## config.mk

```make
export PLATFORM = sky130hd
export DESIGN_NAME = csr_exc_pipe
export DESIGN_NICKNAME = d
export VERILOG_FILES = /design/src/rtl/csr_exc_pipe.sv
export SDC_FILE = /design/constraint.sdc
export NUM_CORES = 1
export LEC_CHECK = 0
export CAP_MARGIN = 5
export CELL_PAD_IN_SITES_DETAIL_PLACEMENT = 1
export CELL_PAD_IN_SITES_GLOBAL_PLACEMENT = 1
export CORE_MARGIN = 2
export CORE_UTILIZATION = 33
export DETAILED_ROUTE_END_ITERATION = 7
export GPL_ROUTABILITY_DRIVEN = 0
export HOLD_SLACK_MARGIN = 0.15
export PLACE_DENSITY = 0.72
export SYNTH_ARGS = -nofsm -noshare
export SYNTH_HDL_FRONTEND = slang
export SYNTH_SLANG_ARGS = --single-unit
```

## constraint.sdc

```tcl
create_clock -name clk -period 4.23 [get_ports clk]
set_input_delay 0.6345 -clock clk [delete_from_list [all_inputs] [get_ports clk]]
set_output_delay 0.6345 -clock clk [all_outputs]
set_load 0.02 [all_outputs]
```

## src/rtl/csr_exc_pipe.sv

```systemverilog
// Two-lane EX->MEM->WB exception/CSR commit pipe; lowest valid lane wins, interrupts first, then exceptions, then ertn.
// Latency 2 unstalled edges EX->WB; stall freezes MEM and turns WB strobes into zeros; optional CSR_EXC_PIPE_IRQ_BUF_EN latches lost interrupts.
module csr_exc_pipe #(
    parameter int LANES   = 2,
    parameter int ECODE_W = 7,
    parameter int CSR_AW  = 14
) (
    input  logic                       clk,
    input  logic                       rstn,
    input  logic                       stall,
    input  logic                       flush_in,
    input  logic [LANES-1:0]           mem_kill,
    input  logic                       irq,
    input  logic [LANES-1:0]           ex_valid,
    input  logic [LANES-1:0]           ex_exc,
    input  logic [LANES*ECODE_W-1:0]   ex_ecode,
    input  logic [LANES-1:0]           ex_badv_we,
    input  logic [LANES*32-1:0]        ex_badv,
    input  logic [LANES*32-1:0]        ex_pc,
    input  logic [31:0]                ex_csr_we,
    input  logic [CSR_AW-1:0]          ex_csr_waddr,
    input  logic [31:0]                ex_csr_wdata,
    input  logic                       ex_ertn,
    output logic [LANES-1:0]           mem_valid,
    output logic                       irq_pending,
    output logic                       wb_exc,
    output logic [ECODE_W-1:0]         wb_ecode,
    output logic                       wb_badv_we,
    output logic [31:0]                wb_badv,
    output logic [31:0]                wb_era,
    output logic [31:0]                wb_csr_we,
    output logic [CSR_AW-1:0]          wb_csr_waddr,
    output logic [31:0]                wb_csr_wdata,
    output logic                       wb_ertn,
    output logic                       wb_flush,
    output logic [31:0]                wb_flush_pc
);

    logic [LANES-1:0]         mem_reg_valid, mem_reg_exc, mem_reg_badv_we;
    logic [LANES*ECODE_W-1:0] mem_reg_ecode;
    logic [LANES*32-1:0]      mem_reg_badv, mem_reg_pc;
    logic [31:0]              mem_reg_csr_we, mem_reg_csr_wdata;
    logic [CSR_AW-1:0]        mem_reg_csr_waddr;
    logic                     mem_reg_ertn;

    logic [LANES-1:0]   lane_exc;
    logic               any_valid, any_exc, irq_src, irq_take;
    logic [31:0]        first_pc, exc_pc, exc_badv;
    logic [ECODE_W-1:0] exc_ecode;
    logic               exc_badv_we;
    logic               sel_exc, sel_ertn;
    logic [31:0]        sel_csr_we;

    // Control bits are cleared by flush; data just follows EX when unstalled.
    always_ff @(posedge clk) begin
        if (!rstn) begin
            mem_reg_valid  <= '0;
            mem_reg_exc    <= '0;
            mem_reg_csr_we <= '0;
            mem_reg_ertn   <= 1'b0;
        end else if (flush_in || wb_flush) begin
            mem_reg_valid  <= '0;
            mem_reg_exc    <= '0;
            mem_reg_csr_we <= '0;
            mem_reg_ertn   <= 1'b0;
        end else if (!stall) begin
            mem_reg_valid  <= ex_valid;
            mem_reg_exc    <= ex_exc;
            mem_reg_csr_we <= ex_csr_we;
            mem_reg_ertn   <= ex_ertn;
        end
    end

    always_ff @(posedge clk) begin
        if (!stall) begin
            mem_reg_ecode     <= ex_ecode;
            mem_reg_badv_we   <= ex_badv_we;
            mem_reg_badv      <= ex_badv;
            mem_reg_pc        <= ex_pc;
            mem_reg_csr_waddr <= ex_csr_waddr;
            mem_reg_csr_wdata <= ex_csr_wdata;
        end
    end

    assign mem_valid = mem_reg_valid & ~mem_kill & {LANES{~wb_flush}};
    assign lane_exc  = mem_reg_exc & mem_valid;
    assign any_valid = |mem_valid;
    assign any_exc   = |lane_exc;
    assign irq_take  = irq_src & any_valid & ~stall;

`ifdef CSR_EXC_PIPE_IRQ_BUF_EN
    logic irq_pend_q, wb_irq;

    // Remember an interrupt that arrived with nothing to attach to, or behind a non-interrupt flush.
    always_ff @(posedge clk) begin
        if (!rstn) begin
            irq_pend_q <= 1'b0;
            wb_irq     <= 1'b0;
        end else if (!stall) begin
            wb_irq <= irq_take;
            if (irq_take)
                irq_pend_q <= 1'b0;
            else if (irq && (!any_valid || (wb_flush && !wb_irq)))
                irq_pend_q <= 1'b1;
        end
    end

    assign irq_pending = irq_pend_q;
    assign irq_src     = irq | irq_pend_q;
`else
    assign irq_pending = 1'b0;
    assign irq_src     = irq;
`endif

    // Walk from the youngest lane down so the oldest matching lane wins.
    always_comb begin
        first_pc    = '0;
        exc_pc      = '0;
        exc_badv    = '0;
        exc_ecode   = '0;
        exc_badv_we = 1'b0;
        for (int i = LANES - 1; i >= 0; i--) begin
            if (mem_valid[i])
                first_pc = mem_reg_pc[i*32 +: 32];
            if (lane_exc[i]) begin
                exc_pc      = mem_reg_pc[i*32 +: 32];
                exc_badv    = mem_reg_badv[i*32 +: 32];
                exc_ecode   = mem_reg_ecode[i*ECODE_W +: ECODE_W];
                exc_badv_we = mem_reg_badv_we[i];
            end
        end
    end

    assign sel_exc    = irq_take | any_exc;
    assign sel_ertn   = ~sel_exc & mem_reg_ertn & any_valid;
    assign sel_csr_we = (sel_exc || !any_valid) ? '0 : mem_reg_csr_we;

    always_ff @(posedge clk) begin
        if (!rstn) begin
            wb_exc       <= 1'b0;
            wb_ecode     <= '0;
            wb_badv_we   <= 1'b0;
            wb_badv      <= '0;
            wb_era       <= '0;
            wb_csr_we    <= '0;
            wb_csr_waddr <= '0;
            wb_csr_wdata <= '0;
            wb_ertn      <= 1'b0;
            wb_flush     <= 1'b0;
            wb_flush_pc  <= '0;
        end else if (stall) begin
            wb_exc    <= 1'b0;
            wb_csr_we <= '0;
            wb_ertn   <= 1'b0;
            wb_flush  <= 1'b0;
        end else begin
            wb_exc       <= sel_exc;
            wb_ecode     <= irq_take ? '0 : exc_ecode;
            wb_badv_we   <= irq_take ? 1'b0 : exc_badv_we;
            wb_badv      <= exc_badv;
            wb_era       <= (any_exc && !irq_take) ? exc_pc : first_pc;
            wb_csr_we    <= sel_csr_we;
            wb_csr_waddr <= mem_reg_csr_waddr;
            wb_csr_wdata <= mem_reg_csr_wdata;
            wb_ertn      <= sel_ertn;
            wb_flush     <= sel_exc | sel_ertn;
            wb_flush_pc  <= (any_exc && !irq_take) ? exc_pc : first_pc;
        end
    end

endmodule

```

==> results.cfg <==
[placed_design]
numPortBuffers = 420
post-dp-hpwl_mm = 28.02

[sta]
worst_pin_slew_ns = 1.077
rsz0062_at_grt = false
finalSetupViolations = 0
slew_headroom = 0.2804
fin_setup_tns_ns = 0
finalCriticalPeriod_ns = 2.943
max_freq_ghz = 0.3398
skew_ns = 0.01206
drv_slew = 0
hold_violations = 0
finalCritPeriodShare = 0.6957

[logic_synthesis]
synth.area.top_cells = edfxtp_1, dfxtp_1, mux2i_1
synth.avg_cell_area_sq_um = 13.21
netlist_instances = 1055
syn_nets = 1289
ys_types = 38
ys_warn_count = 0
synthesis.area_sq_um = 13940
yosysTopAreaCell = edfxtp_1
synth_seq_area_share = 0.6822
synth_top_area_share = 0.4093
ys_seq_elements = 380

[grt]
grt_overflow = 0
antenna_found_initial = 2
grt_max_degree = 112
grt_usage = 0.1882
grt_pass1_wl_mm = 63.19
grt_pass1_vias = 10480

[clocking]
clock_sinks = 380
cts-resized-gates = 0
postCtsSetupBuffers = 0
clk_path_buf_depth = 3
tritoncts = done
clkTransAtPathRegs_ns = 0.06
cts_made_buffers = 43
cts_hold_buf = 0
cts.htree.levels = 2
clk_root_buffer_cell = clkbuf_16
clk_latency_ns = 0.56

[cells_and_area]
multiInputGateArea_sq_um = 3806
area_delta_synth_final_pct = 41.83
final_cell_mix = clkdlybuf4s50_1, edfxtp_1, dfxtp_1, nand2_1, mux2i_1
drive_gt1_frac = 0.08874
final_util = 0.4724
nFillCells = 4304
final_common_cell = clkdlybuf4s50_1
regArea_sq_um = 9509
nets = 1664

[pwr]
irDropWorstVdd_uv = 286.8
power_density_nw_per_um2 = 428.1
p_leak_nw = 7.064

[floorplanning]
die-width_um = 209.5
die_area_sq_um = 43900
rows = 75
core_sq_um = 41850
ioPinCount = 422
initial_core_util = 0.3331
die-height_um = 209.5

[critical_path]
r2r-end = wb_flush_pc[6]
rrSetupSlack_ns = 1.75
path_class = input port to output port
crit-reg2reg-launch = wb_flush
required_ns = 3.60
cp-start-kind = input port
slowest_stage = clkdlybuf4s50_1
cp_data_arrival_time_ns = 2.31
cp_cell_sequence = clkdlybuf4s50_1 > nor3b_4 > buf_4 > clkdlybuf4s50_1
cp-end-kind = output port
path_max_fanout = 14
cpMostUsedCell = clkdlybuf4s50_1
reg2reg_depth = 4
cp_slowest_stage_delay_ns = 0.65

[route]
drt_pass1_iterations = 5
ant_nets = 0
wirelength_mm = 41.79
via_per_inst = 4.909
first_iter_violations = 391
wl_per_cell_um = 20.83
vias = 9848
drc = 0

[outcome]
status = completed

[min_path]
worstHoldPathCells = 2
worstHoldEndpoint = wb_badv[1]
hp-class = register to register
hold_start = wb_badv[1]

[flow_run]
cap_violations = 0
[critical path: cells and delay by family]
| kind | cells | cell delay [ns] |
|---|---|---|
| buffers and inverters | 3 | 1.43 |
| and+or+nand+nor | 1 | 0.23 |
[flip-flops by register name, summed over array words and instances, names as in the netlist, 2 cells and up]
register / flops
mem_reg_badv: 64
mem_reg_badv_we: 2
mem_reg_csr_waddr: 14
mem_reg_csr_wdata: 32
mem_reg_csr_we: 32
mem_reg_ecode: 14
mem_reg_exc: 2
mem_reg_pc: 64
mem_reg_valid: 2
wb_badv: 32
wb_csr_waddr: 14
wb_csr_wdata: 32
wb_csr_we: 32
wb_ecode: 7
wb_flush_pc: 32
[area by class of cell]
cell class                      count  area share
Clock inverter                     18    0.007025
Timing Repair Buffer              437      0.2194
Multi-Input combinational cell    565      0.1925
Sequential cell                   380      0.4810
Inverter                            3   0.0009493
Clock buffer                       62     0.06481
Antenna cell                        2   0.0002531
Tap cell                          539     0.03411
[metal layers]
metal / up-vias / global-route usage / wire length [um]
li1: 4533 / - / -
met1: 4926 / 0.2222 / 16730
met2: 327 / 0.3337 / 21330
met3: 62 / 0.04624 / 2709
met4: 0 / 0.06603 / 1021
met5: - / 0 / 0
[how the worst max path moves through the flow]
stage | startpoint | to | slack [ns] | cells after the start
after floorplan | stall | wb_csr_we[10] | 0.07 | 6
after global placement | mem_kill[0] | wb_ecode[5] | 1.17 | 6
after detailed placement | mem_kill[0] | wb_ecode[5] | 1.13 | 6
after CTS | mem_kill[1] | mem_valid[1] | 1.28 | 4
after global routing | mem_kill[1] | mem_valid[1] | 1.23 | 4
final | mem_kill[1] | mem_valid[1] | 1.29 | 4
[cells by family after synthesis]
logic type / share of synthesized area
buffers and inverters: 0.04739
AOI/OAI and AO/OA: 0.09209
and+or+nand+nor: 0.1135
muxes: 0.06463
other: 0.0002690
DFF: 0.6822
[stage by stage]
stage               std cells  power [mW]  instance area [sq um]  hold slack, ns  setup slack (ns)
CTS                      2004       8.577                  19770          0.4495             1.284
global route             2006       8.760                  19770          0.4656             1.232
detailed placement       1924       4.843                  18350          0.4412             1.132
floorplan                1055       4.453                  13940          0.4295           0.07439
global placement         1924       4.818                  18350          0.4342             1.171
finish                   2006       8.463                  19770          0.4445             1.287
[cell usage after synthesis (all sizes together)]
cell type	n
dfxtp	190
edfxtp	190
nand2	104
mux2i	90
buf	78
nor2	71
o21ai	71
nor2b	48
and2	34
a32o	33
nor3	33
a22oi	32
o221ai	32
clkbuf	29
inv	3
a21oi	2
nand4bb	2
nor3b	2
o211ai	2
a21o	1
a22o	1
and2b	1
and4bb	1
conb	1
nand3	1
nand3b	1
o2111ai	1
o211a	1
[where the power goes]
group	internal (mW)	total (mW)	switching [mW]
Combinational	0.329	0.591	0.262
Sequential	4.08	4.17	0.0905
Clock	2.18	3.70	1.52
Total	6.59	8.46	1.88
(Power assumes the default switching activity.)
